## config.mk

```make
export PLATFORM = sky130hd
export DESIGN_NAME = mult_div_unit
export DESIGN_NICKNAME = d
export VERILOG_FILES = /design/src/rtl/mult_div_unit.sv
export SDC_FILE = /design/constraint.sdc
export NUM_CORES = 1
export LEC_CHECK = 0
export BUFFER_PORTS_ARGS = -buffer_cell sky130_fd_sc_hd__buf_2
export CORE_AREA = 10 10 244 246
export DETAILED_ROUTE_END_ITERATION = 8
export DIE_AREA = 0 0 254 256
export HOLD_SLACK_MARGIN = 0.15
export MAX_ROUTING_LAYER = met4
export PLACE_DENSITY = 0.58
export SYNTH_ARGS = -nofsm -noshare
export SYNTH_HDL_FRONTEND = slang
export SYNTH_SLANG_ARGS = --single-unit
```

## constraint.sdc

```tcl
create_clock -name Clock -period 3.3 [get_ports Clock]
set_clock_uncertainty 0.15 [all_clocks]
set_input_delay 0.165 -clock Clock [delete_from_list [all_inputs] [get_ports Clock]]
set_output_delay 0.165 -clock Clock [all_outputs]
set_load 0.02 [all_outputs]
```

## src/rtl/mult_div_unit.sv

```systemverilog
// Iterative HI/LO multiply/divide unit: radix-2 shift-add multiply and
// restoring divide, with sign correction in a final FIX cycle.
module mult_div_unit #(
  parameter int WIDTH = 32
) (
  input  logic             Clock,
  input  logic             Reset,
  input  logic             Start,
  input  logic [1:0]       Op,
  input  logic [WIDTH-1:0] OperandA,
  input  logic [WIDTH-1:0] OperandB,
  output logic             Busy,
  output logic             Done,
  output logic             DivByZero,
  output logic [WIDTH-1:0] HI,
  output logic [WIDTH-1:0] LO
);

  localparam int CW = $clog2(WIDTH);

  typedef enum logic [1:0] {IDLE, CALC, FIX} state_t;

  state_t             r_state;
  logic               r_div;
  logic               r_sa;
  logic               r_sb;
  logic               r_dz;
  logic [CW-1:0]      r_cnt;
  logic [WIDTH-1:0]   r_add;
  logic [WIDTH-1:0]   r_raw_a;
  logic [2*WIDTH-1:0] r_acc;

  logic [WIDTH-1:0]   w_mag_a;
  logic [WIDTH-1:0]   w_mag_b;
  logic [WIDTH:0]     w_sum;
  logic [WIDTH:0]     w_rem_sh;
  logic [WIDTH:0]     w_diff;
  logic [2*WIDTH-1:0] w_mul_nxt;
  logic [2*WIDTH-1:0] w_div_nxt;
  logic [2*WIDTH-1:0] w_prod;
  logic [WIDTH-1:0]   w_q;
  logic [WIDTH-1:0]   w_r;

  // Magnitudes only for signed ops (Op[0] set)
  assign w_mag_a = (Op[0] && OperandA[WIDTH-1]) ? -OperandA : OperandA;
  assign w_mag_b = (Op[0] && OperandB[WIDTH-1]) ? -OperandB : OperandB;

  // Multiply: {upper, multiplier}; add multiplicand on LSB, shift right
  assign w_sum = {1'b0, r_acc[2*WIDTH-1:WIDTH]}
               + {1'b0, (r_acc[0] ? r_add : {WIDTH{1'b0}})};
  assign w_mul_nxt = {w_sum, r_acc[WIDTH-1:1]};

  // Divide: {remainder, quotient}; shift left, trial subtract
  assign w_rem_sh = r_acc[2*WIDTH-1:WIDTH-1];
  assign w_diff   = w_rem_sh - {1'b0, r_add};
  assign w_div_nxt = w_diff[WIDTH]
                   ? {r_acc[2*WIDTH-2:0], 1'b0}
                   : {w_diff[WIDTH-1:0], r_acc[WIDTH-2:0], 1'b1};

  assign w_prod = (r_sa ^ r_sb) ? -r_acc : r_acc;
  assign w_q    = (r_sa ^ r_sb) ? -r_acc[WIDTH-1:0] : r_acc[WIDTH-1:0];
  assign w_r    = r_sa ? -r_acc[2*WIDTH-1:WIDTH] : r_acc[2*WIDTH-1:WIDTH];

  always_ff @(posedge Clock) begin
    if (Reset) begin
      r_state   <= IDLE;
      r_div     <= 1'b0;
      r_sa      <= 1'b0;
      r_sb      <= 1'b0;
      r_dz      <= 1'b0;
      r_cnt     <= '0;
      r_add     <= '0;
      r_raw_a   <= '0;
      r_acc     <= '0;
      Busy      <= 1'b0;
      Done      <= 1'b0;
      DivByZero <= 1'b0;
      HI        <= '0;
      LO        <= '0;
    end else begin
      Done <= 1'b0;
      unique case (r_state)
        IDLE: begin
          if (Start) begin
            r_div     <= Op[1];
            r_sa      <= Op[0] & OperandA[WIDTH-1];
            r_sb      <= Op[0] & OperandB[WIDTH-1];
            r_dz      <= Op[1] & (OperandB == '0);
            r_raw_a   <= OperandA;
            r_add     <= Op[1] ? w_mag_b : w_mag_a;
            r_acc     <= {{WIDTH{1'b0}}, (Op[1] ? w_mag_a : w_mag_b)};
            r_cnt     <= '0;
            Busy      <= 1'b1;
            DivByZero <= 1'b0;
            r_state   <= CALC;
          end
        end
        CALC: begin
          r_acc <= r_div ? w_div_nxt : w_mul_nxt;
          r_cnt <= r_cnt + 1'b1;
          if (r_cnt == CW'(WIDTH - 1))
            r_state <= FIX;
        end
        FIX: begin
          if (r_div) begin
            HI <= r_dz ? r_raw_a : w_r;
            LO <= r_dz ? {WIDTH{1'b1}} : w_q;
          end else begin
            {HI, LO} <= w_prod;
          end
          DivByZero <= r_dz;
          Done      <= 1'b1;
          Busy      <= 1'b0;
          r_state   <= IDLE;
        end
        default: r_state <= IDLE;
      endcase
    end
  end

endmodule

```

==> results.py <==
metrics = {
    "run_status": {
        "run_status": "finished, final reports clean",
    },
    "flow_run": {
        "maxCapViolations": 0,
    },
    "finish": {
        "final_layout_size_suffix_gt1_share_pct": 20.3,
        "finalNetCount": 2679,
        "final_core_util_pct": 38.7,
        "synthToLayoutAreaGrowth_pct": 30.2,
        "multi_input_area_um2": 11600,
        "nFillCells": 5657,
        "layout.area.seq_um2": 4130,
    },
    "place": {
        "dp_hpwl_um": 54400,
        "numPortBuffers": 135,
        "place_ws_ns": -0.261,
        "globalplace.congestion": 0.982,
    },
    "die": {
        "design.core.area_um2": 54700,
        "chipWidth_um": 254,
        "die_area_um2": 65000,
        "ioPinCount": 136,
        "start_util_pct": 29.7,
        "die_h_um": 256,
        "rows": 86,
    },
    "cts": {
        "cts_inserted_buffers": 26,
        "clk_latency_ns": 0.57,
        "clockBufferDepth": 3,
        "cts-htree-levels": 1,
        "cts_sinks": 206,
        "clk_transition_reported_paths_ns": 0.06,
        "cts_tree": "yes",
        "root_buffer": "clkbuf_16",
    },
    "timing": {
        "hold_viol": 0,
        "final-max-slew-violation-count": 0,
        "fmaxAchievable_ghz": 0.309,
        "rsz0062_at_grt": "true",
        "tns_ns": 0,
        "setup_ws_ns": 0.0653,
        "maxSlewHeadroom_pct": 23.3,
        "fin_crit_sh_pct": 98.0,
        "setup_viol": 0,
        "tightest_slew_ns": 1.15,
        "period_minus_slack_ns": 3.23,
    },
    "power_and_ir_drop": {
        "vdd_ir_drop_max_v": 0.000382,
        "p_per_area_nw_per_um2": 403,
        "p_leak_nw": 8.61,
    },
    "synthesis": {
        "synthCells": 2224,
        "synth_flop_cell": "dfxtp_1",
        "synth_edf_count": 0,
        "synth.avg_cell_area_um2": 7.30,
        "synth_common_cells": "nand2_1 (320), a21oi_1 (237), nor2_1 (221), dfxtp_1 (206), clkbuf_1 (149)",
        "synthesis.nets": 2365,
        "synth_most_common_cell": "nand2_1",
        "post_synth_instance_area_um2": 16200,
        "ys_ff_latch": 206,
        "synth_seq_area_share_pct": 25.4,
        "synth_top_area_share_pct": 25.4,
        "yosysTopAreaCell": "dfxtp_1",
        "yosys-top-cells-area": "dfxtp_1 (25%), nand2_1 (7.4%), a21oi_1 (7.3%)",
        "async_flop_share_pct": 0,
        "yosysUniqueCellTypes": 80,
        "synth_warnings": 0,
    },
    "drt": {
        "vias_per_cell": 5.54,
        "vias": 18000,
        "wl_met3_um": 6380,
        "first_iter_violations": 1647,
        "wl_met2_um": 31600,
        "wl_met1_um": 29700,
        "routed_wl_um": 70500,
        "first_pass_iters": 8,
        "wire_per_inst_um": 21.6,
        "ant_nets": 0,
        "top_layer": "met4",
        "drc": 0,
    },
    "worst_setup_path": {
        "crit_type": "primary input to flop",
        "worstPathArrival_ns": 3.51,
        "worstPathMaxFanout": 5,
        "crit_path_start_kind": "primary input",
        "required_ns": 3.58,
        "critPathCaptureType": "flop",
    },
    "global_route": {
        "grt_overflow": 0,
        "antenna_found_initial": 4,
        "grt_max_degree": 93,
        "grt_util_all_layers_pct": 21.3,
        "grt_pass1_wl_um": 105000,
        "first_global_vias": 17300,
    },
    "min_path": {
        "hp-class": "primary input to flop",
    },
}
[critical path, cell delays in order]
cell	delay (ns)
dlygate4sd3_1	0.53
buf_2	0.15
or4_1	0.49
nor4_2	0.26
nand2_1	0.22
nor4_4	0.32
nand2_1	0.15
o31ai_1	0.26
xor2_1	0.20
dlygate4sd3_1	0.62
o221ai_1	0.14
[worst paths after layout]
check                           slack, ns   endpoint  cells after the start    startpoint
worst max-delay path                 0.07  r_acc[30]                     11   OperandB[8]
worst min-delay path                 0.17  r_add[11]                      6  OperandB[11]
worst max register to register       0.07     HI[25]                     11     r_acc[49]
worst min register to register       0.30   r_add[4]                      2      r_add[4]
[final cells by class]
| type | count | area share (%) |
|---|---|---|
| clock buffer | 37 | 3.46 |
| sequential | 206 | 19.6 |
| antenna | 3 | 0.0355 |
| multi-input combinational | 1782 | 55.1 |
| tap | 704 | 4.17 |
| clock inverter | 6 | 0.438 |
| inverter | 64 | 1.14 |
| timing repair buffer | 458 | 16.1 |
[cell families after synthesis]
family                     share of synthesized area (%)
xor gates and xnor gates                            11.2
DFF                                                 25.4
and+or+nand+nor                                     20.6
AOI/OAI and AO/OA                                   27.4
muxes                                               4.09
adders and majority gates                           5.64
buffers and inverters                               5.64
[state kept, by name (all words and copies together), names as in the netlist]
name	cells
LO	32
r_div	1
r_sa	1
Done	1
r_raw_a	32
r_dz	1
DivByZero	1
r_sb	1
Busy	1
r_acc	64
r_cnt	5
r_add	32
r_state	2
HI	32
[placed cells by master (no fill, tap or decap), types with 8 or more instances in the layout]
master,netlist,final
a211oi_1,85,80
a21o_1,30,30
a21oi_1,237,230
a21oi_2,1,8
a22oi_1,11,10
a31oi_1,12,9
and2_1,9,9
and3_1,9,9
buf_2,10,134
buf_4,1,233
clkbuf_16,0,26
dfxtp_1,206,200
dlygate4sd3_1,0,78
ha_1,70,68
inv_1,64,63
mux2i_1,64,64
nand2_1,320,320
nand2b_1,12,12
nand3_1,26,26
nand4_1,15,15
nor2_1,221,219
nor3_1,34,31
nor4_1,20,15
o211ai_1,72,72
o21ai_0,123,114
o21ai_1,10,17
o221ai_1,11,10
o31ai_1,19,16
or2_2,10,10
or3_1,18,17
or4_1,11,11
xnor2_1,94,93
xor2_1,109,107
[repair_timing]
| action | 4_1_cts | 5_1_grt |
|---|---|---|
| hold buffers | 78 | 0 |
| setup buffers | 4 | 2 |
| resized for setup | 32 | 55 |
| endpoints found under the hold margin | 135 | 0 |
| cloned | 2 | 0 |
| endpoints found under the setup margin | 30 | 35 |
| pin swaps | 8 | 11 |
[power breakdown]
group / switching (mW) / internal, mW / total [mW]
logic: 1.71 / 1.21 / 2.93
registers: 0.146 / 2.60 / 2.75
clock network: 1.21 / 1.62 / 2.84
total: 3.07 / 5.44 / 8.51
[routing by layer]
metal  GRT usage [%]  vias to the layer above
met4            8.12                        0
met3            4.61                      125
li1                -                     8543
met2            33.2                      756
met5               -                        -
met1            26.6                     8622
[stage by stage]
step,instances,power (mW),hold slack (ns),cell area (µm²)
5_1_grt,3260,8.88,0.250,21100
4_1_cts,3255,8.44,0.167,20900
2_1_floorplan,2224,4.33,0.151,16200
3_5_place_dp,3130,5.42,0.296,19000
6_report,3260,8.51,0.175,21100
3_3_place_gp,3130,5.41,0.292,19000
(Power assumes the default switching activity.)
